<file path="src/rtl/regfile_pkg.sv">
// Shared types and constants for the multi-port register file.
package regfile_pkg;
  localparam int XLEN = 32;

  typedef enum logic {
    RF_INIT,
    RF_READY
  } rf_state_e;
endpackage

</file>
<file path="src/rtl/regfile_init_seq.sv">
// Post-reset clear sequencer: walks every entry to zero, then raises ready.
import regfile_pkg::*;

module regfile_init_seq #(
  parameter int DEPTH  = 32,
  parameter int ADDR_W = 5
) (
  input  logic              i_clk,
  input  logic              i_rst,
  output logic              o_clr_en,
  output logic [ADDR_W-1:0] o_clr_addr,
  output logic              o_ready,
  output logic              o_init
);
  // state    | meaning
  // RF_INIT  | zeroing entry r_idx this cycle; external writes dropped
  // RF_READY | clear done; normal operation until next reset

  rf_state_e         r_state;
  logic [ADDR_W-1:0] r_idx;
  logic              r_ready;

  always_ff @(posedge i_clk or posedge i_rst) begin
    if (i_rst) begin
      r_state <= RF_INIT;
      r_idx   <= '0;
      r_ready <= 1'b0;
    end else begin
      case (r_state)
        RF_INIT: begin
          r_idx <= r_idx + ADDR_W'(1);
          if (r_idx == ADDR_W'(DEPTH - 1)) begin
            r_state <= RF_READY;
            r_ready <= 1'b1;
          end
        end
        RF_READY: begin
          r_ready <= 1'b1;
        end
        default: begin
          r_state <= RF_INIT;
          r_idx   <= '0;
          r_ready <= 1'b0;
        end
      endcase
    end
  end

  assign o_init     = (r_state == RF_INIT);
  assign o_clr_en   = (r_state == RF_INIT);
  assign o_clr_addr = r_idx;
  assign o_ready    = r_ready;
endmodule

</file>
<file path="src/rtl/regfile_multiport.sv">
// Parametrised register file: NUM_RD registered read ports, one write port,
// optional zero entry. Define REGFILE_BYPASS_EN for write-first collisions.
import regfile_pkg::*;

module regfile_multiport #(
  parameter int DATA_W   = XLEN,
  parameter int DEPTH    = 32,
  parameter int NUM_RD   = 2,
  parameter int ZERO_REG = 1
) (
  input  logic                              i_clk,
  input  logic                              i_rst,
  input  logic                              i_wr_en,
  input  logic [$clog2(DEPTH)-1:0]          i_wr_addr,
  input  logic [DATA_W-1:0]                 i_wr_data,
  input  logic [NUM_RD*$clog2(DEPTH)-1:0]   i_rd_addr,
  output logic [NUM_RD*DATA_W-1:0]          o_rd_data,
  output logic                              o_ready,
  output logic                              o_wr_drop
);
  localparam int ADDR_W = $clog2(DEPTH);

  logic [DATA_W-1:0] r_mem [DEPTH];
  logic              r_wr_drop;
  logic              w_clr_en;
  logic [ADDR_W-1:0] w_clr_addr;
  logic              w_init;
  logic              w_zero_wr;
  logic              w_wr_ok;

  regfile_init_seq #(
    .DEPTH  (DEPTH),
    .ADDR_W (ADDR_W)
  ) u_init_seq (
    .i_clk      (i_clk),
    .i_rst      (i_rst),
    .o_clr_en   (w_clr_en),
    .o_clr_addr (w_clr_addr),
    .o_ready    (o_ready),
    .o_init     (w_init)
  );

  assign w_zero_wr = (ZERO_REG != 0) && (i_wr_addr == '0);
  assign w_wr_ok   = i_wr_en && !w_init && !w_zero_wr;

  // Storage has no reset; the clear sequencer zeroes it after every reset.
  always_ff @(posedge i_clk) begin
    if (w_clr_en) begin
      r_mem[w_clr_addr] <= '0;
    end else if (w_wr_ok) begin
      r_mem[i_wr_addr] <= i_wr_data;
    end
  end

  always_ff @(posedge i_clk or posedge i_rst) begin
    if (i_rst) begin
      r_wr_drop <= 1'b0;
    end else begin
      r_wr_drop <= i_wr_en && (w_init || w_zero_wr);
    end
  end

  assign o_wr_drop = r_wr_drop;

  for (genvar gi = 0; gi < NUM_RD; gi++) begin : g_rd
    logic [ADDR_W-1:0] w_ra;
    logic              w_force_zero;
    logic [DATA_W-1:0] r_rd;

    assign w_ra         = i_rd_addr[gi*ADDR_W +: ADDR_W];
    assign w_force_zero = w_init || ((ZERO_REG != 0) && (w_ra == '0));

    always_ff @(posedge i_clk or posedge i_rst) begin
      if (i_rst) begin
        r_rd <= '0;
      end else if (w_force_zero) begin
        r_rd <= '0;
`ifdef REGFILE_BYPASS_EN
      end else if (w_wr_ok && (i_wr_addr == w_ra)) begin
        r_rd <= i_wr_data;
`endif
      end else begin
        r_rd <= r_mem[w_ra];
      end
    end

    assign o_rd_data[gi*DATA_W +: DATA_W] = r_rd;
  end
endmodule

</file>
<file path="config.mk">
export PLATFORM = sky130hd
export DESIGN_NAME = regfile_multiport
export DESIGN_NICKNAME = d
export VERILOG_FILES = /design/src/rtl/regfile_pkg.sv /design/src/rtl/regfile_init_seq.sv /design/src/rtl/regfile_multiport.sv
export SDC_FILE = /design/constraint.sdc
export NUM_CORES = 1
export LEC_CHECK = 0
export CORE_MARGIN = 3
export CORE_UTILIZATION = 41
export DETAILED_ROUTE_END_ITERATION = 8
export PLACE_DENSITY = 0.59
export SLEW_MARGIN = 20
export SYNTH_ARGS = -nofsm -noshare
export SYNTH_HDL_FRONTEND = slang
export SYNTH_SLANG_ARGS = --single-unit
</file>
<file path="constraint.sdc">
create_clock -name i_clk -period 3.5 [get_ports i_clk]
set_input_delay 0.525 -clock i_clk [delete_from_list [all_inputs] [get_ports i_clk]]
set_output_delay 0.525 -clock i_clk [all_outputs]
set_load 0.01 [all_outputs]
</file>
==> run metrics, run 1 <==
Routed WL per cell=35.0 microns; FFs w/ async S/R, synth=6.57%; critical-path cell list=o311a_2 > buf_12 > a32oi_1 > buf_4 > nor2_4 > buf_4; Setup crit start kind=flip-flop; Hold Buf Count CTS=0; # fillers=9768; Avg Cell Area, Syn=19.3 sq um; sequential area share after synthesis=64.9%; core area=121000 sq um; maximum clock frequency=337 MHz; routed vias=29300; EDFF count, synth=1024; Sink Count=1096; Ports=116; Setup Skew=0.0252 ns; Reg2Reg Depth=6; NumNets Final=2882; synthesis warning total=0; CTS buffer count=115; post-layout min period=2.97 ns; crit-path max FO=33; Worst slew margin=22.9%; clk root buf=clkbuf_16; area grow syn2layout=17.0%; critical path depth in cells=6; crit end category=flip-flop; total negative slack=0 ns; vias in the first global route=30500; Worst path top cell family by delay=buffers and inverters; worst endpoint required time=3.91 ns; Syn Std Cell Area=50100 sq um; Starting Density=41.6%; TritonRoute pass-1 iters=6; Power Total=29.2 mW; Core Util, Final=48.6%; clock latency on the worst-skew pair=0.71 ns; peak supply drop=0.000395 V; final period utilization=84.9%; HP Class=input pin to async pin; Initial DRC Count=3859; Synthesized Nets=2646; Setup Crit Path Kind=flip-flop to flip-flop; Worst R2R End=r_mem[6][15]; share of cells above drive strength 1=31.7%; GRT Util Overall=25.2%; worst slew pin tran=1.15 ns; endpoints failing setup=0; CTS tree=done; DP HPWL=99.2 mm; DIE AREA=127000 sq um; row count=127; IO buf count=115; initial antenna violation count=6; WP data arrival=3.38 ns; GPL Wtd Cong=0.835; wirelength, routed=159 mm; RSZ-0062 raised after global routing=false; H-tree depth=3; WP buf/inv=3; Vias per Instance=6.45; Slowest Stage Delay on Critical Path=0.67 ns; post-synthesis cell type count=51; Leak=21.0 nW; predominant post-synthesis flop cell=edfxtp_1; chip height=356 microns; FF-to-FF setup slack=0.53 ns; run status=completed; Critical R2R Launch=u_init_seq.r_state; global-route wire length before repair=227 mm; final hold vios=0; largest net degree at the start of global routing=60; Max Cap Violations=0; Critical Path Most Common Cell=buf_4; Clock transition at path regs=0.07 ns; slowest cell on the critical path=dfrtp_1; Resize count post-CTS=0; Cells after Synth=2594; postcts setup bufs=0; Yosys reg bits=1096; ANT nets after route=0; gr ovfl total=0; Power Density=498 nW/um^2; remaining routing DRC violations=0; Clock Path Buffers=3; die width=356 microns; Max Slew Vio Count=0
placed cells by master, fill, tap and decap left out, types with 32 or more instances in the layout:
cell type / n
a22oi_1: 60
and2_1: 32
buf_12: 61
buf_4: 142
clkbuf_16: 117
clkdlybuf4s50_1: 107
dfrtp_1: 72
edfxtp_1: 1024
mux2_2: 40
mux2i_1: 308
mux4_2: 430
nand2_1: 51
nand3_1: 46
layout make-up:
type                       instances  area [sq um]  area share (%)
tap                             1612          2020            3.44
timing repair buffer             320          3510            5.98
antenna                            1          2.50         0.00427
inverter                           5          21.3          0.0363
clock inverter                    65           644            1.10
multi-input combinational       1292         16800            28.6
sequential                      1096         32600            55.5
clock buffer                     150          3140            5.36
power breakdown:
| part | internal (mW) | switching (mW) | total (mW) |
|---|---|---|---|
| registers | 14.4 | 0.0352 | 14.5 |
| logic | 1.01 | 1.45 | 2.46 |
| clock network | 7.06 | 5.20 | 12.3 |
| total | 22.5 | 6.68 | 29.2 |
worst max-delay path by stage:
stage                       startpoint           end  slack, ns
floorplan                 i_wr_addr[1]  r_mem[27][0]      -0.87
global placement          i_wr_addr[0]  r_mem[22][3]      -0.12
detailed placement        i_wr_addr[0]  r_mem[22][4]      -0.14
CTS                 u_init_seq.r_state  r_mem[6][15]       0.58
global route        u_init_seq.r_state  r_mem[6][15]       0.46
finish              u_init_seq.r_state  r_mem[6][15]       0.53
metal layers:
layer | vias up | global-route usage, % | part of all wire [%]
met5 | - | 0 | 0
met4 | 0 | 9.03 | 3.6
met3 | 297 | 5.05 | 9.4
met2 | 1779 | 40.1 | 48
met1 | 15700 | 34.5 | 39
li1 | 11500 | - | -
kinds of logic after synthesis:
kind of cell               count (synthesis)  synth area share [%]
buffers and inverters                    206                  2.25
muxes                                    778                  26.4
and+or+nand+nor                          267                  2.75
xor gates and xnor gates                   3                0.0524
adders and majority gates                  2                0.0499
DFF                                     1096                  64.9
AOI/OAI and AO/OA                        242                  3.62
per-stage QoR:
stage	area [sq um]	hold WS, ns	setup WS, ns	instances
finish	58700	0.319	0.529	4541
detailed placement	54800	0.499	-0.141	4323
floorplan	50200	0.491	-0.872	2594
global route	58700	0.367	0.455	4540
global placement	54800	0.455	-0.121	4323
CTS	58600	0.330	0.581	4538
registers in the layout, summed over array words and instances, names as in the netlist:
signal	count
u_init_seq.o_ready	1
g_rd.r_rd	64
o_wr_drop	1
u_init_seq.o_clr_addr	5
r_mem	1024
u_init_seq.r_state	1
cells in the mapped netlist (2+ instances only):
master	instances	area (sq um)
clkbuf_1	65	244
mux2i_1	308	3080
a31oi_1	30	188
nand2b_1	4	25.0
a221o_1	2	20.0
o22a_1	23	201
buf_6	23	259
mux4_2	430	9680
nor2_1	41	154
mux2_2	40	450
and4_1	2	17.5
a22oi_1	60	450
buf_1	9	33.8
nor3_1	22	110
and2_1	36	225
and4b_1	2	20.0
buf_2	83	415
o221ai_1	30	263
xnor2_1	3	26.3
edfxtp_1	1024	30700
buf_4	20	150
or3_1	4	25.0
a32oi_1	3	26.3
nand2_1	51	191
ha_1	2	25.0
and3_1	2	12.5
or2_2	20	125
a21oi_1	25	125
nand4_1	9	56.3
a211o_1	23	201
o22ai_1	31	194
nand3b_1	2	15.0
dfrtp_1	72	1800
inv_1	5	18.8
nor2b_1	20	125
nand3_1	47	235
a211oi_1	7	52.6
Note: power is estimated with default switching activity, not from simulation.
==> inputs of run 2 (changes only) <==
- clock period: 3.5 -> 2.65 ns (I/O delays scaled with it)
==> run metrics, run 2 (synthesis gave the netlist of run 1 again) <==
Leak=21.9 nW (+4.2%); crit end category=flip-flop; most frequent cells in the layout=edfxtp_1 (1024), mux4_2 (430), mux2i_1 (307), buf_4 (170), buf_12 (130); critical-path cell list=clkdlybuf4s50_1 > or3_4 > o311ai_4 > buf_4 > a31oi_1 > buf_4 > nor3_4 > buf_12; Net Sw Frac=21.8% (-1.1 points); chip height=356 microns (unchanged); max reg flops=1024 (unchanged); final period utilization=96.0%; core area=121000 sq um (unchanged); peak supply drop=0.000517 V (+31%); routed vias=29400 (+0.33%); postcts setup bufs=0 (unchanged); CTS tree=done; Critical R2R Launch=u_init_seq.r_state; WP buf/inv=4 (+1); TritonRoute pass-1 iters=6 (unchanged); DP HPWL=103 mm (+4.2%); RSZ-0062 raised after global routing=false; Starting Density=41.6% (unchanged); Max Cap Violations=0 (unchanged); total negative slack=0 ns (unchanged); run status=completed; worst endpoint required time=3.04 ns (-0.87 ns); clk root buf=clkbuf_16; largest net degree at the start of global routing=42 (-30%); Gate power share=8.6% (+0.2 points); switching power=8.72 mW (+31%); Worst slew margin=19.7% (-3.2 points); wirelength, routed=157 mm (-1.4%); dpl ws=-0.545 ns (-0.405 ns); Reg2Reg Depth=7 (+1); IO buf count=115 (unchanged); remaining routing DRC violations=0 (unchanged); Worst path top cell family by delay=buffers and inverters; Ports=116 (unchanged); most flop-heavy register=r_mem; Routed WL per cell=33.8 microns (-3.5%); share of cells above drive strength 1=33.9% (+2.3 points); final setup margin=0.105 ns (-0.424 ns); Setup Crit Path Kind=input pin to flip-flop; gr ovfl total=0 (unchanged); worst slew pin tran=1.20 ns (+0.0493 ns); H-tree depth=3 (unchanged); internal power=31.3 mW (+39%); slowest cell on the critical path=clkdlybuf4s50_1; vias in the first global route=30600 (+0.51%); part of the power in registers=47.7% (-1.9 points); NumNets Final=2976 (+3.3%); Resize count post-CTS=0 (unchanged); ANT nets after route=0 (unchanged); crit-path max FO=15 (-55%); HP Class=input pin to async pin; Clock Path Buffers=3 (unchanged); Setup Skew=0.0258 ns (+0.000631 ns); commonest non-fill, non-tap cell in the layout=edfxtp_1; Vias per Instance=6.34 (-1.8%); GRT Util Overall=24.8% (-0.33 points); post-layout min period=2.55 ns; CTS buffer count=114 (-0.87%); FF-to-FF setup slack=0.25 ns (-0.28 ns); Max Slew Vio Count=0 (unchanged); initial antenna violation count=9 (+3); Slowest Stage Delay on Critical Path=0.45 ns (-0.22 ns); maximum clock frequency=393 MHz; area grow syn2layout=20.9%; WP data arrival=2.93 ns (-0.45 ns); WHS=0.121 ns (-0.198 ns); final hold vios=0 (unchanged); Clock transition at path regs=0.06 ns (about the same); Power Density=661 nW/um^2 (+33%); Sink Count=1096 (unchanged); # fillers=9597 (-1.8%); Critical Path Most Common Cell=buf_4; DIE AREA=127000 sq um (unchanged); Hold Buf Count CTS=0 (unchanged); clock share of power=43.7% (+1.7 points); Setup crit start kind=input pin; row count=127 (unchanged); GPL Wtd Cong=0.882 (+5.7%); Critical Path Start=i_wr_addr[0]; Worst R2R End=r_mem[29][23]; global-route wire length before repair=225 mm (-0.68%); die width=356 microns (unchanged); clock latency on the worst-skew pair=0.71 ns (about the same); Initial DRC Count=3417 (-11%); endpoints failing setup=0 (unchanged)
==> run 2: changes by cell type in the layout (fill, tap and decap cells not counted), sizes merged <==
cell / change
inv: -3
clkinv: -12
clkinvlp: +1
clkbuf: -1
bufinv: +15
diode: +3
buf: +95
==> run 2: worst register-to-register path, cell delays in order (launching register included) <==
cell	delay, ns
dfrtp_1	0.48
buf_12	0.21
o311ai_4	0.10
buf_4	0.30
a31oi_1	0.11
buf_4	0.20
nor3_4	0.41
buf_12	0.27
==> run 2: area by class of cell <==
cell class | instances | area (sq um) | share of cell area, %
diodes | 4 | 10.0 | 0.0165
inverters | 5 | 21.3 | 0.0351
clock buffers | 149 | 3140 | 5.18
well taps | 1612 | 2020 | 3.33
repair buffers | 415 | 5050 | 8.33
multi-input cells | 1292 | 16800 | 27.8
clock inverters | 66 | 990 | 1.63
flip-flops and latches | 1096 | 32600 | 53.7
==> run 2: power groups by stage <==
stage          Clock, mW  Combinational [mW]  Sequential (mW)
5_1_grt             18.5                3.62             19.1
6_report            17.5                3.45             19.1
4_1_cts             17.7                3.48             19.1
3_5_place_dp           0                3.47             19.5
2_1_floorplan          0                1.78             19.5
3_3_place_gp           0                3.43             19.5
==> run 2: routing by layer <==
| metal | wire (microns) | vias to the layer above | track usage (%) |
|---|---|---|---|
| met4 | 5510 | 2 | 8.45 |
| met2 | 75800 | 1619 | 40.2 |
| met5 | 13 | - | 0 |
| li1 | - | 11700 | - |
| met3 | 12500 | 273 | 4.50 |
| met1 | 63100 | 15800 | 34.0 |
==> run 2: per-stage QoR <==
stage          area [sq um]  power [mW]  utilization [%]  std cells
2_1_floorplan         50400        21.3                -       2594
3_3_place_gp          56500        22.9             46.8       4420
3_5_place_dp          56500        22.9             46.8       4420
4_1_cts               60600        40.3             50.2       4635
5_1_grt               60600        41.3             50.2       4638
6_report              60600        40.1             50.2       4639
==> run 2: worst max path at each step <==
stage                               end  slack, ns  cells after the start
final                     r_mem[29][23]       0.10                      8
after global routing      r_mem[29][17]       0.09                      8
after CTS                 r_mem[29][26]       0.19                      8
after detailed placement  r_mem[29][26]      -0.55                      8
after global placement    r_mem[31][26]      -0.56                      8
after floorplan            r_mem[27][0]      -0.18                      5
